## src/rtl/cpu_run_ctrl.sv

```systemverilog
// Run/step/burst clock-enable controller for CPU bring-up: debounced conti key, slow tick divider.
// Optional breakpoint halt enabled by defining RUN_CTRL_BREAKPOINT_EN.
module cpu_run_ctrl #(
  parameter int unsigned DIV_SLOW   = 5_000_000,
  parameter int unsigned DIV_W      = 24,
  parameter int unsigned DEB_CYCLES = 16,
  parameter int unsigned CNT_W      = 32,
  parameter int unsigned PC_W       = 32
) (
  input  logic             sys_clk,
  input  logic             rst,
  input  logic             conti,
  input  logic             clkswitch,
  input  logic [1:0]       mode,
  input  logic [CNT_W-1:0] burst_len,
  input  logic [PC_W-1:0]  cpu_pc,
  input  logic [PC_W-1:0]  bp_addr,
  input  logic             bp_valid,
  output logic             cpu_ce,
  output logic             halted,
  output logic             step_ack,
  output logic [CNT_W-1:0] cycle_cnt,
  output logic             bp_hit
);

  localparam int unsigned DEB_W = $clog2(DEB_CYCLES + 1);
  localparam logic [1:0] MODE_RUN   = 2'b00;
  localparam logic [1:0] MODE_STEP  = 2'b01;
  localparam logic [1:0] MODE_BURST = 2'b10;
  localparam logic [1:0] MODE_HALT  = 2'b11;
  localparam logic [DEB_W-1:0] DEB_LAST = DEB_W'(DEB_CYCLES - 1);
  localparam logic [DIV_W-1:0] DIV_LAST = DIV_W'(DIV_SLOW - 1);

  typedef enum logic [1:0] {S_HALT, S_RUN, S_STEP, S_BURST} state_t;

  state_t           state, state_nxt;
  logic             conti_s1, conti_s2, conti_deb, conti_pulse;
  logic [DEB_W-1:0] deb_cnt;
  logic [DIV_W-1:0] div_cnt;
  logic             tick;
  logic             bp_match;
  logic [CNT_W-1:0] remaining, rem_nxt;
  logic             ce_nxt, ack_nxt, bp_set, bp_clr;

  // Synchronise the key, then require DEB_CYCLES consecutive differing samples to flip the level
  always_ff @(posedge sys_clk or posedge rst) begin
    if (rst) begin
      conti_s1    <= 1'b0;
      conti_s2    <= 1'b0;
      conti_deb   <= 1'b0;
      deb_cnt     <= '0;
      conti_pulse <= 1'b0;
    end else begin
      conti_s1    <= conti;
      conti_s2    <= conti_s1;
      conti_pulse <= conti_s2 & ~conti_deb & (deb_cnt == DEB_LAST);
      if (conti_s2 == conti_deb) begin
        deb_cnt <= '0;
      end else if (deb_cnt == DEB_LAST) begin
        deb_cnt   <= '0;
        conti_deb <= conti_s2;
      end else begin
        deb_cnt <= deb_cnt + DEB_W'(1);
      end
    end
  end

  // Slow tick divider, parked at zero while running at full rate
  assign tick = ~clkswitch | (div_cnt == DIV_LAST);

  always_ff @(posedge sys_clk or posedge rst) begin
    if (rst) begin
      div_cnt <= '0;
    end else if (!clkswitch || div_cnt == DIV_LAST) begin
      div_cnt <= '0;
    end else begin
      div_cnt <= div_cnt + DIV_W'(1);
    end
  end

`ifdef RUN_CTRL_BREAKPOINT_EN
  assign bp_match = bp_valid && (cpu_pc == bp_addr);
`else
  logic unused_bp;
  assign unused_bp = bp_valid ^ (^cpu_pc) ^ (^bp_addr);
  assign bp_match  = 1'b0;
`endif

  always_ff @(posedge sys_clk or posedge rst) begin
    if (rst) begin
      state     <= S_HALT;
      remaining <= '0;
      cpu_ce    <= 1'b0;
      halted    <= 1'b1;
      step_ack  <= 1'b0;
      cycle_cnt <= '0;
      bp_hit    <= 1'b0;
    end else begin
      state     <= state_nxt;
      remaining <= rem_nxt;
      cpu_ce    <= ce_nxt;
      halted    <= (state_nxt == S_HALT);
      step_ack  <= ack_nxt;
      bp_hit    <= (bp_hit & ~bp_clr) | bp_set;
      if (ce_nxt && cycle_cnt != '1) cycle_cnt <= cycle_cnt + CNT_W'(1);
    end
  end

  // Next state and next registered outputs; a tick with a breakpoint match takes priority over ce
  always_comb begin
    state_nxt = state;
    rem_nxt   = remaining;
    ce_nxt    = 1'b0;
    ack_nxt   = 1'b0;
    bp_set    = 1'b0;
    bp_clr    = 1'b0;
    unique case (state)
      S_HALT: begin
        bp_clr = conti_pulse;
        if (mode == MODE_RUN) begin
          state_nxt = S_RUN;
        end else if (mode == MODE_STEP && conti_pulse) begin
          state_nxt = S_STEP;
        end else if (mode == MODE_BURST && conti_pulse && burst_len != '0) begin
          state_nxt = S_BURST;
          rem_nxt   = burst_len;
        end
      end
      S_RUN: begin
        if (mode != MODE_RUN) begin
          state_nxt = S_HALT;
        end else if (tick && bp_match) begin
          bp_set    = 1'b1;
          state_nxt = S_HALT;
        end else begin
          ce_nxt = tick;
        end
      end
      S_STEP: begin
        if (mode == MODE_HALT) begin
          state_nxt = S_HALT;
        end else if (tick) begin
          ce_nxt    = 1'b1;
          ack_nxt   = 1'b1;
          state_nxt = S_HALT;
        end
      end
      S_BURST: begin
        if (mode == MODE_HALT) begin
          state_nxt = S_HALT;
          rem_nxt   = '0;
        end else if (tick && bp_match) begin
          bp_set    = 1'b1;
          state_nxt = S_HALT;
          rem_nxt   = '0;
        end else if (tick) begin
          ce_nxt  = 1'b1;
          rem_nxt = remaining - CNT_W'(1);
          if (remaining == CNT_W'(1)) state_nxt = S_HALT;
        end
      end
      default: state_nxt = S_HALT;
    endcase
  end

endmodule

```

## config.mk

```make
export PLATFORM = sky130hd
export DESIGN_NAME = cpu_run_ctrl
export DESIGN_NICKNAME = d
export VERILOG_FILES = /design/src/rtl/cpu_run_ctrl.sv
export SDC_FILE = /design/constraint.sdc
export NUM_CORES = 1
export LEC_CHECK = 0
export ABC_CLOCK_PERIOD_IN_PS = 4400
export CAP_MARGIN = 20
export CORE_MARGIN = 4
export CORE_UTILIZATION = 45
export CTS_CLUSTER_SIZE = 8
export DETAILED_ROUTE_END_ITERATION = 6
export GPL_TIMING_DRIVEN = 1
export PLACE_DENSITY_LB_ADDON = 0.3
export SLEW_MARGIN = 20
export SYNTH_ARGS = -nofsm -noshare
export SYNTH_HDL_FRONTEND = slang
export SYNTH_SLANG_ARGS = --single-unit
```

## constraint.sdc

```tcl
create_clock -name sys_clk -period 4.4 [get_ports sys_clk]
set_clock_uncertainty 0.15 [all_clocks]
set_input_delay 0.88 -clock sys_clk [delete_from_list [all_inputs] [get_ports sys_clk]]
set_output_delay 0.88 -clock sys_clk [all_outputs]
set_load 0.02 [all_outputs]
```

* Word level (Yosys, flattened, before mapping)
Index checks and enable logic that the tools add are counted.
** Word-level totals
- Flip-flop bits (word level) :: 103
- Output and inout port bits :: 36
** Cells by class
- Add/subtract/negate cells :: 4
- Equality and inequality tests :: 15
- Mux-type cells :: 25
- Bitwise gates (word level) :: 8
- Reduce and logical (&&, ||, !) cells :: 15
** Operators by type and width (count)
- 32-bit two-way mux :: 5
- 32-bit case mux with 2 select lines :: 1
- 32-bit by 1-bit adder with 32-bit output, second input constant :: 1
- 32-bit by 1-bit == test with 1-bit output, second input constant :: 1
- 32-bit inequality test, second input constant :: 1
- 32-bit nonzero test :: 1
- 32-bit by 1-bit subtractor with 32-bit output, second input constant :: 1
- 24-bit by 1-bit adder with 24-bit output, second input constant :: 1
- 24-bit by 23-bit == test with 1-bit output, second input constant :: 1
- 24-bit two-way mux :: 1
- 2-bit two-way mux :: 9
- 5-bit two-way mux :: 2
- 2-bit == test, second input constant :: 4
- 2-bit case mux with 4 select lines :: 1
- 2-bit zero test :: 3
- 2-bit inequality test, second input constant :: 3
- 5-bit by 1-bit adder with 5-bit output, second input constant :: 1
- 5-bit by 4-bit == test with 1-bit output, second input constant :: 1
- 1-bit two-way mux :: 5
- 5-bit AND reduction :: 1
- 2-bit by 1-bit == test with 1-bit output, second input constant :: 2
- 1-bit logical AND :: 4
- 1-bit inverter :: 4
- 2-bit nonzero test :: 2
- 9 further kinds :: 11

* Logic depth before layout (Yosys ltp)
Gate-level depths: netlist of run 1.
- Word-level depth :: 8
- Depth in mapped cells :: 8

* Worst setup path before layout of run 1
Ideal clock, no wire load.
- Path kind :: input port to flip-flop
- Start point :: in burst_len[17]
- End point :: reg remaining[11]
- Library setup time :: 0.135 ns
- Data arrival time :: 2.342 ns
- Required time :: 4.115 ns
- Slack :: 1.773 ns
- Cell stages on the path :: 7
- Buffers on the path :: 2
- Cells stage by stage :: nor4_1 > nand4_1 > o211a_1 > clkbuf_1 > o21ai_1 > buf_2 > o22ai_1
** Between the ends
- Longest elaborated chain between the ends :: 4
** RTL lines
- start: declaration :: line 15 : input logic [CNT_W-1:0] burst_len,
- 32-bit nonzero test :: line 124 : end else if (mode == MODE_BURST && conti_pulse && burst_len != '0) begin
- 1-bit logical AND :: line 124
- 2-bit inequality test (no source line)
- 5-bit AND reduction (no source line)
- end signal: assignment :: line 100 : remaining <= rem_nxt;
- end: declaration :: line 42 : logic [CNT_W-1:0] remaining, rem_nxt;
No other way between the ends.
A chain may end at the register's enable or synchronous reset.

* Final worst setup path of run 1
- Start point :: in burst_len[7]
- End point :: reg remaining[10]
Same word-level chain as after synthesis.

==> flow_metrics.env, run 1 <==
export IMPL_yosys_register_bits=103
export IMPL_drt_total_wl_um=16600
export IMPL_regToRegStartpoint="div_cnt[0]$_DFF_PP0_"
export IMPL_synth_edff_count=0
export IMPL_viasPerCell=6.29
export IMPL_r2r_cells=7
export IMPL_cts_resized=0
export IMPL_placed_cell_area_um2=6810
export IMPL_combPwrFrac_pct=8.5
export IMPL_area_growth_pct=20.2
export IMPL_grt_pass1_vias=5426
export IMPL_syn_area_per_cell_um2=9.55
export IMPL_dieArea_um2=15100
export IMPL_core_area_um2=12800
export IMPL_synth_top_area_cell="dfrtp_1"
export IMPL_hold_buffers=0
export IMPL_yosysUniqueCellTypes=75
export IMPL_leakage_nw=2.94
export IMPL_cp_start_kind="input pin"
export IMPL_crit_start="burst_len[7]"
export IMPL_placedCellCount=840
export IMPL_setup_viol_count_final=0
export IMPL_holdPathStages=0
export IMPL_internal_power_mw=1.46
export IMPL_gp_congestion=0.943
export IMPL_nets=788
export IMPL_tightest_slew_ns=1.08
export IMPL_synth_most_common_cell="dfrtp_1"
export IMPL_hp_start="conti_s1$_DFF_PP0_"
export IMPL_drt_initial_drc_count=581
export IMPL_grt_use_total_pct=22.8
export IMPL_io_pins=139
export IMPL_critPathMaxFanout=10
export IMPL_rows=41
export IMPL_cp_required_ns=4.49
export IMPL_cap_violations=0
export IMPL_synthesis_area_um2=5930
export IMPL_ir_drop_mv=0.253
export IMPL_cts_setup_buffers=0
export IMPL_worstReg2RegEnd="cycle_cnt[29]$_DFFE_PP0P_"
export IMPL_cts_num_sinks=103
export IMPL_critPathArrivalTime_ns=3.51
export IMPL_grt_setup_unrepaired="false"
export IMPL_min_path_type="reg2reg"
export IMPL_final_min_clock_period_ns=3.42
export IMPL_end_kind="flip-flop"
export IMPL_drive_gt1_share_pct=7.89
export IMPL_antennaDiodeCount=0
export IMPL_p_sw_mw=0.542
export IMPL_drtPass1Iterations=5
export IMPL_num_vias=5380
export IMPL_clockRootBuffer="clkbuf_16"
export IMPL_grt_max_degree=72
export IMPL_initial_core_util_pct=46.4
export IMPL_final_cells=856
export IMPL_clk_pin_slew_ns=0.08
export IMPL_ant_nets=0
export IMPL_drc=0
export IMPL_powerDensity_nw_per_um2=280
export IMPL_swShare_pct=27.1
export IMPL_hpwl_um=11200
export IMPL_hold_violations=0
export IMPL_die_w_um=123
export IMPL_clk_latency_ns=0.36
export IMPL_wl_per_cell_um=19.3
export IMPL_slew_violations=0
export IMPL_cts_tree="built"
export IMPL_relSlewSlack_pct=27.6
export IMPL_synth_area_leaders="dfrtp_1, xnor2_1, nand4_1, xor2_1, nand3_1"
export IMPL_fin_util_pct=55.8
export IMPL_portBuffers=73
export IMPL_timing_final_crit_share_pct=77.8
export IMPL_clockPowerShare_pct=42.2
export IMPL_gr_total_overflow=0
export IMPL_netlist_instances=621
export IMPL_design_area_um2=7130
export IMPL_max_freq_mhz=292
export IMPL_synth_flop_cell="dfrtp_1"
export IMPL_grt_pass1_wl_um=27300
export IMPL_synth_fp_nets=730
export IMPL_synth_async_reset_ratio_pct=100
export IMPL_synth_seq_area_share_pct=43.5
export IMPL_synth_common_cells="dfrtp_1, nor2_1, nand2_1, nand3_1, nand4_1"
export IMPL_cts_buffer_depth=2
export IMPL_cts_buffers=9
export IMPL_outcome="finished clean"
export IMPL_antenna_found_initial=0
export IMPL_synth_top_area_share_pct=43.0
export IMPL_holdPathEnd="conti_s2$_DFF_PP0_"
export IMPL_setup_tns_ns=0
export IMPL_die_h_um=123
export IMPL_htreeDepth=3
export IMPL_pwr_share_seq_pct=49.4
export IMPL_yosys_warnings=0
export IMPL_r2r_setup_slack_ns=1.33
export IMPL_worstSetupPathType="in2reg"
critical path, cell delays in order:
cell	delay, ns
clkdlybuf4s50_1	0.49
nor4_1	0.61
nand4_1	0.30
o211ai_2	0.50
a21oi_2	0.32
a221o_1	0.41
state kept, by name (all words and copies together) (netlist names):
signal	count
halted	1
conti_pulse	1
bp_hit	1
state	2
cpu_ce	1
remaining	32
deb_cnt	5
cycle_cnt	32
div_cnt	24
conti_s2	1
step_ack	1
conti_s1	1
conti_deb	1
power by group through the flow:
stage	clock network [mW]	logic [mW]	registers, mW
2_1_floorplan	0	0.0643	1.02
3_3_place_gp	0	0.166	1.00
4_1_cts	0.860	0.170	0.986
3_5_place_dp	0	0.169	1.00
5_1_grt	0.892	0.184	0.991
6_report	0.843	0.169	0.986
placed cells by master, fill, tap and decap left out, types with 11 or more instances in the layout:
cell	Yosys	final
nor3_1	18	18
nand4_1	32	32
and3_1	18	18
nand2_1	37	36
xnor2_1	31	31
clkdlybuf4s50_1	0	73
xor2_1	22	22
inv_1	15	14
nor2_1	46	46
o21ai_0	13	13
a21oi_1	19	19
nor4_1	25	24
nand3_1	37	37
o211ai_1	11	11
dfrtp_1	102	102
metrics by stage:
| step | power, mW | hold WS (ns) | setup WS, ns |
|---|---|---|---|
| floorplan | 1.08 | 0.181 | 0.668 |
| global placement | 1.17 | 0.184 | 0.678 |
| detailed placement | 1.17 | 0.186 | 0.650 |
| CTS | 2.02 | 0.204 | 1.02 |
| global route | 2.07 | 0.215 | 0.904 |
| finish | 2.00 | 0.201 | 0.977 |
cells by family after synthesis:
logic type,Yosys count,share of synthesized area [%]
mux,4,0.759
buf+inv,51,3.84
xor+xnor,53,7.83
simple gates,269,25.8
compound gates,135,17.0
fa+ha+maj,6,1.27
flops,103,43.5
worst max path at each step:
stage | end | cells after the start
floorplan | bp_hit$_DFF_PP0_ | 1
detailed placement | remaining[3]$_DFFE_PP0P_ | 6
global route | remaining[3]$_DFFE_PP0P_ | 6
CTS | remaining[3]$_DFFE_PP0P_ | 6
finish | remaining[10]$_DFFE_PP0P_ | 6
global placement | remaining[3]$_DFFE_PP0P_ | 6
area by class of cell:
| cell class | instances | area, um^2 |
|---|---|---|
| repair buffers | 83 | 818 |
| clock buffers | 9 | 225 |
| multi-input cells | 467 | 3130 |
| inverters | 15 | 58.8 |
| fillers | 1110 | 5640 |
| well taps | 172 | 215 |
| flip-flops and latches | 103 | 2580 |
| clock inverters | 7 | 98.8 |
layer usage:
metal / wire length (um) / GRT usage, % / vias up
li1: - / - / 2476
met4: 281 / 6.30 / 0
met1: 7220 / 30.2 / 2660
met5: 0 / 0 / -
met2: 7720 / 36.5 / 222
met3: 1330 / 6.59 / 22
(Power assumes the default switching activity.)
==> run 2: changes to the inputs <==
Settings changed: ABC_CLOCK_PERIOD_IN_PS 4400 to 3500.
Clock period 4.4 ns to 3.5 ns, I/O delays scaled along.
==> flow_metrics.env, run 2 (same netlist as run 1, synthesis figures left out) <==
export IMPL_clk_pin_slew_ns=0.08
export IMPL_outcome="finished clean"
export IMPL_initial_core_util_pct=46.4
export IMPL_multi_input_area_um2=3130
export IMPL_relSlewSlack_pct=40.3
export IMPL_grt_pass1_vias=5330
export IMPL_nets=799
export IMPL_tightest_slew_ns=0.888
export IMPL_setup_viol_count_final=0
export IMPL_n_fill_cell=1119
export IMPL_cts_tree="built"
export IMPL_final_min_clock_period_ns=2.82
export IMPL_clk_latency_ns=0.37
export IMPL_clockRootBuffer="clkbuf_16"
export IMPL_holdPathStages=0
export IMPL_wl_per_cell_um=18.8
export IMPL_cts_buffer_depth=2
export IMPL_drive_gt1_share_pct=9.21
export IMPL_slew_violations=0
export IMPL_drt_initial_drc_count=647
export IMPL_grt_use_total_pct=22.9
export IMPL_placed_cell_area_um2=6900
export IMPL_max_freq_mhz=355
export IMPL_cp_slowest_stage_delay_ns=0.57
export IMPL_hold_violations=0
export IMPL_viasPerCell=6.24
export IMPL_area_growth_pct=21.5
export IMPL_gp_congestion=0.957
export IMPL_drt_total_wl_um=16300
export IMPL_die_w_um=123
export IMPL_htreeDepth=3
export IMPL_power_mw=2.54
export IMPL_final_common_cell="dfrtp_1"
export IMPL_critPathArrivalTime_ns=2.92
export IMPL_dieArea_um2=15100
export IMPL_design_area_um2=7210
export IMPL_io_pins=139
export IMPL_drtPass1Iterations=5
export IMPL_core_area_um2=12800
export IMPL_antennaDiodeCount=0
export IMPL_antenna_found_initial=0
export IMPL_hpwl_um=11300
export IMPL_powerDensity_nw_per_um2=352
export IMPL_layout_common_cells="dfrtp_1, clkdlybuf4s50_1, nor2_1"
export IMPL_setup_tns_ns=0
export IMPL_min_path_type="reg2reg"
export IMPL_gr_total_overflow=0
export IMPL_leakage_nw=3.00
export IMPL_worstSetupPathType="reg2reg"
export IMPL_ant_nets=0
export IMPL_cp_start_kind="flip-flop"
export IMPL_portBuffers=73
export IMPL_num_vias=5412
export IMPL_timing_final_crit_share_pct=80.6
export IMPL_r2r_cells=7
export IMPL_cts_buffers=9
export IMPL_grt_max_degree=38
export IMPL_critPathMaxFanout=36
export IMPL_grt_setup_unrepaired="false"
export IMPL_regArea_um2=2580
export IMPL_cts_num_sinks=103
export IMPL_cp_required_ns=3.60
export IMPL_end_kind="flip-flop"
export IMPL_placedCellCount=851
export IMPL_reg_top3="cycle_cnt x32, remaining x32, div_cnt x24"
export IMPL_cp_slowest_cell="or4_4"
export IMPL_crit_buf_inv=1
export IMPL_hold_buffers=0
export IMPL_final_cells=867
export IMPL_cts_setup_buffers=0
export IMPL_cts_resized=0
export IMPL_drc=0
export IMPL_cp_num_cells=7
export IMPL_ir_drop_mv=0.330
export IMPL_die_h_um=123
export IMPL_cap_violations=0
export IMPL_crit_family="simple AND/OR/NAND/NOR gates"
export IMPL_crit_chain="ha_1 -> nand2_1 -> or4_4 -> o21ai_4 -> buf_4 -> nand4_1 -> xnor2_1"
export IMPL_grt_pass1_wl_um=27300
export IMPL_rows=41
[run 2: cell types whose count changed in the layout (fill, tap and decap cells not counted), sizes merged]
cell      before  now
buf           10   21
bufinv         0    1
inv           17   18
clkinv         5    2
clkinvlp       0    1
[run 2: final timing paths]
check | start | to | slack (ns)
max in group asynchronous | rst | halted$_DFF_PP1_ | 1.89
setup / recovery | div_cnt[0]$_DFF_PP0_ | cycle_cnt[30]$_DFFE_PP0P_ | 0.68
min in group asynchronous | rst | deb_cnt[2]$_DFF_PP0_ | 0.64
hold / removal | conti_s1$_DFF_PP0_ | conti_s2$_DFF_PP0_ | 0.21
setup reg to reg | div_cnt[0]$_DFF_PP0_ | cycle_cnt[30]$_DFFE_PP0P_ | 0.68
hold reg to reg | conti_s1$_DFF_PP0_ | conti_s2$_DFF_PP0_ | 0.21
[run 2: final cells by class]
| cell class | instances | share of cell area [%] |
|---|---|---|
| Clock inverter | 7 | 1.23 |
| Timing Repair Buffer | 94 | 12.7 |
| Multi-Input combinational cell | 467 | 43.4 |
| Tap cell | 172 | 2.99 |
| Inverter | 15 | 0.833 |
| Clock buffer | 9 | 3.12 |
| Sequential cell | 103 | 35.8 |
[run 2: per-stage QoR]
| stage | setup WS [ns] | utilization, % | hold slack [ns] |
|---|---|---|---|
| after floorplan | 1.05 | - | 0.181 |
| after global placement | 0.420 | 54.0 | 0.183 |
| after detailed placement | 0.385 | 54.0 | 0.193 |
| after CTS | 0.672 | 56.4 | 0.210 |
| after global routing | 0.412 | 56.4 | 0.215 |
| final | 0.681 | 56.4 | 0.211 |
[run 2: report_power, final]
| part | total, mW | leakage (nW) | internal [mW] | switching, mW |
|---|---|---|---|---|
| Clock | 1.07 | 0.155 | 0.573 | 0.501 |
| Sequential | 1.25 | 1.42 | 1.21 | 0.0349 |
| Combinational | 0.216 | 1.42 | 0.103 | 0.113 |
[run 2: metal layers]
metal,up-vias,share of wire [%],global-route usage [%]
li1,2506,-,-
met1,2659,44,31.5
met2,222,46,36.2
met3,25,7.9,6.18
met4,0,1.4,5.25
met5,-,0,0
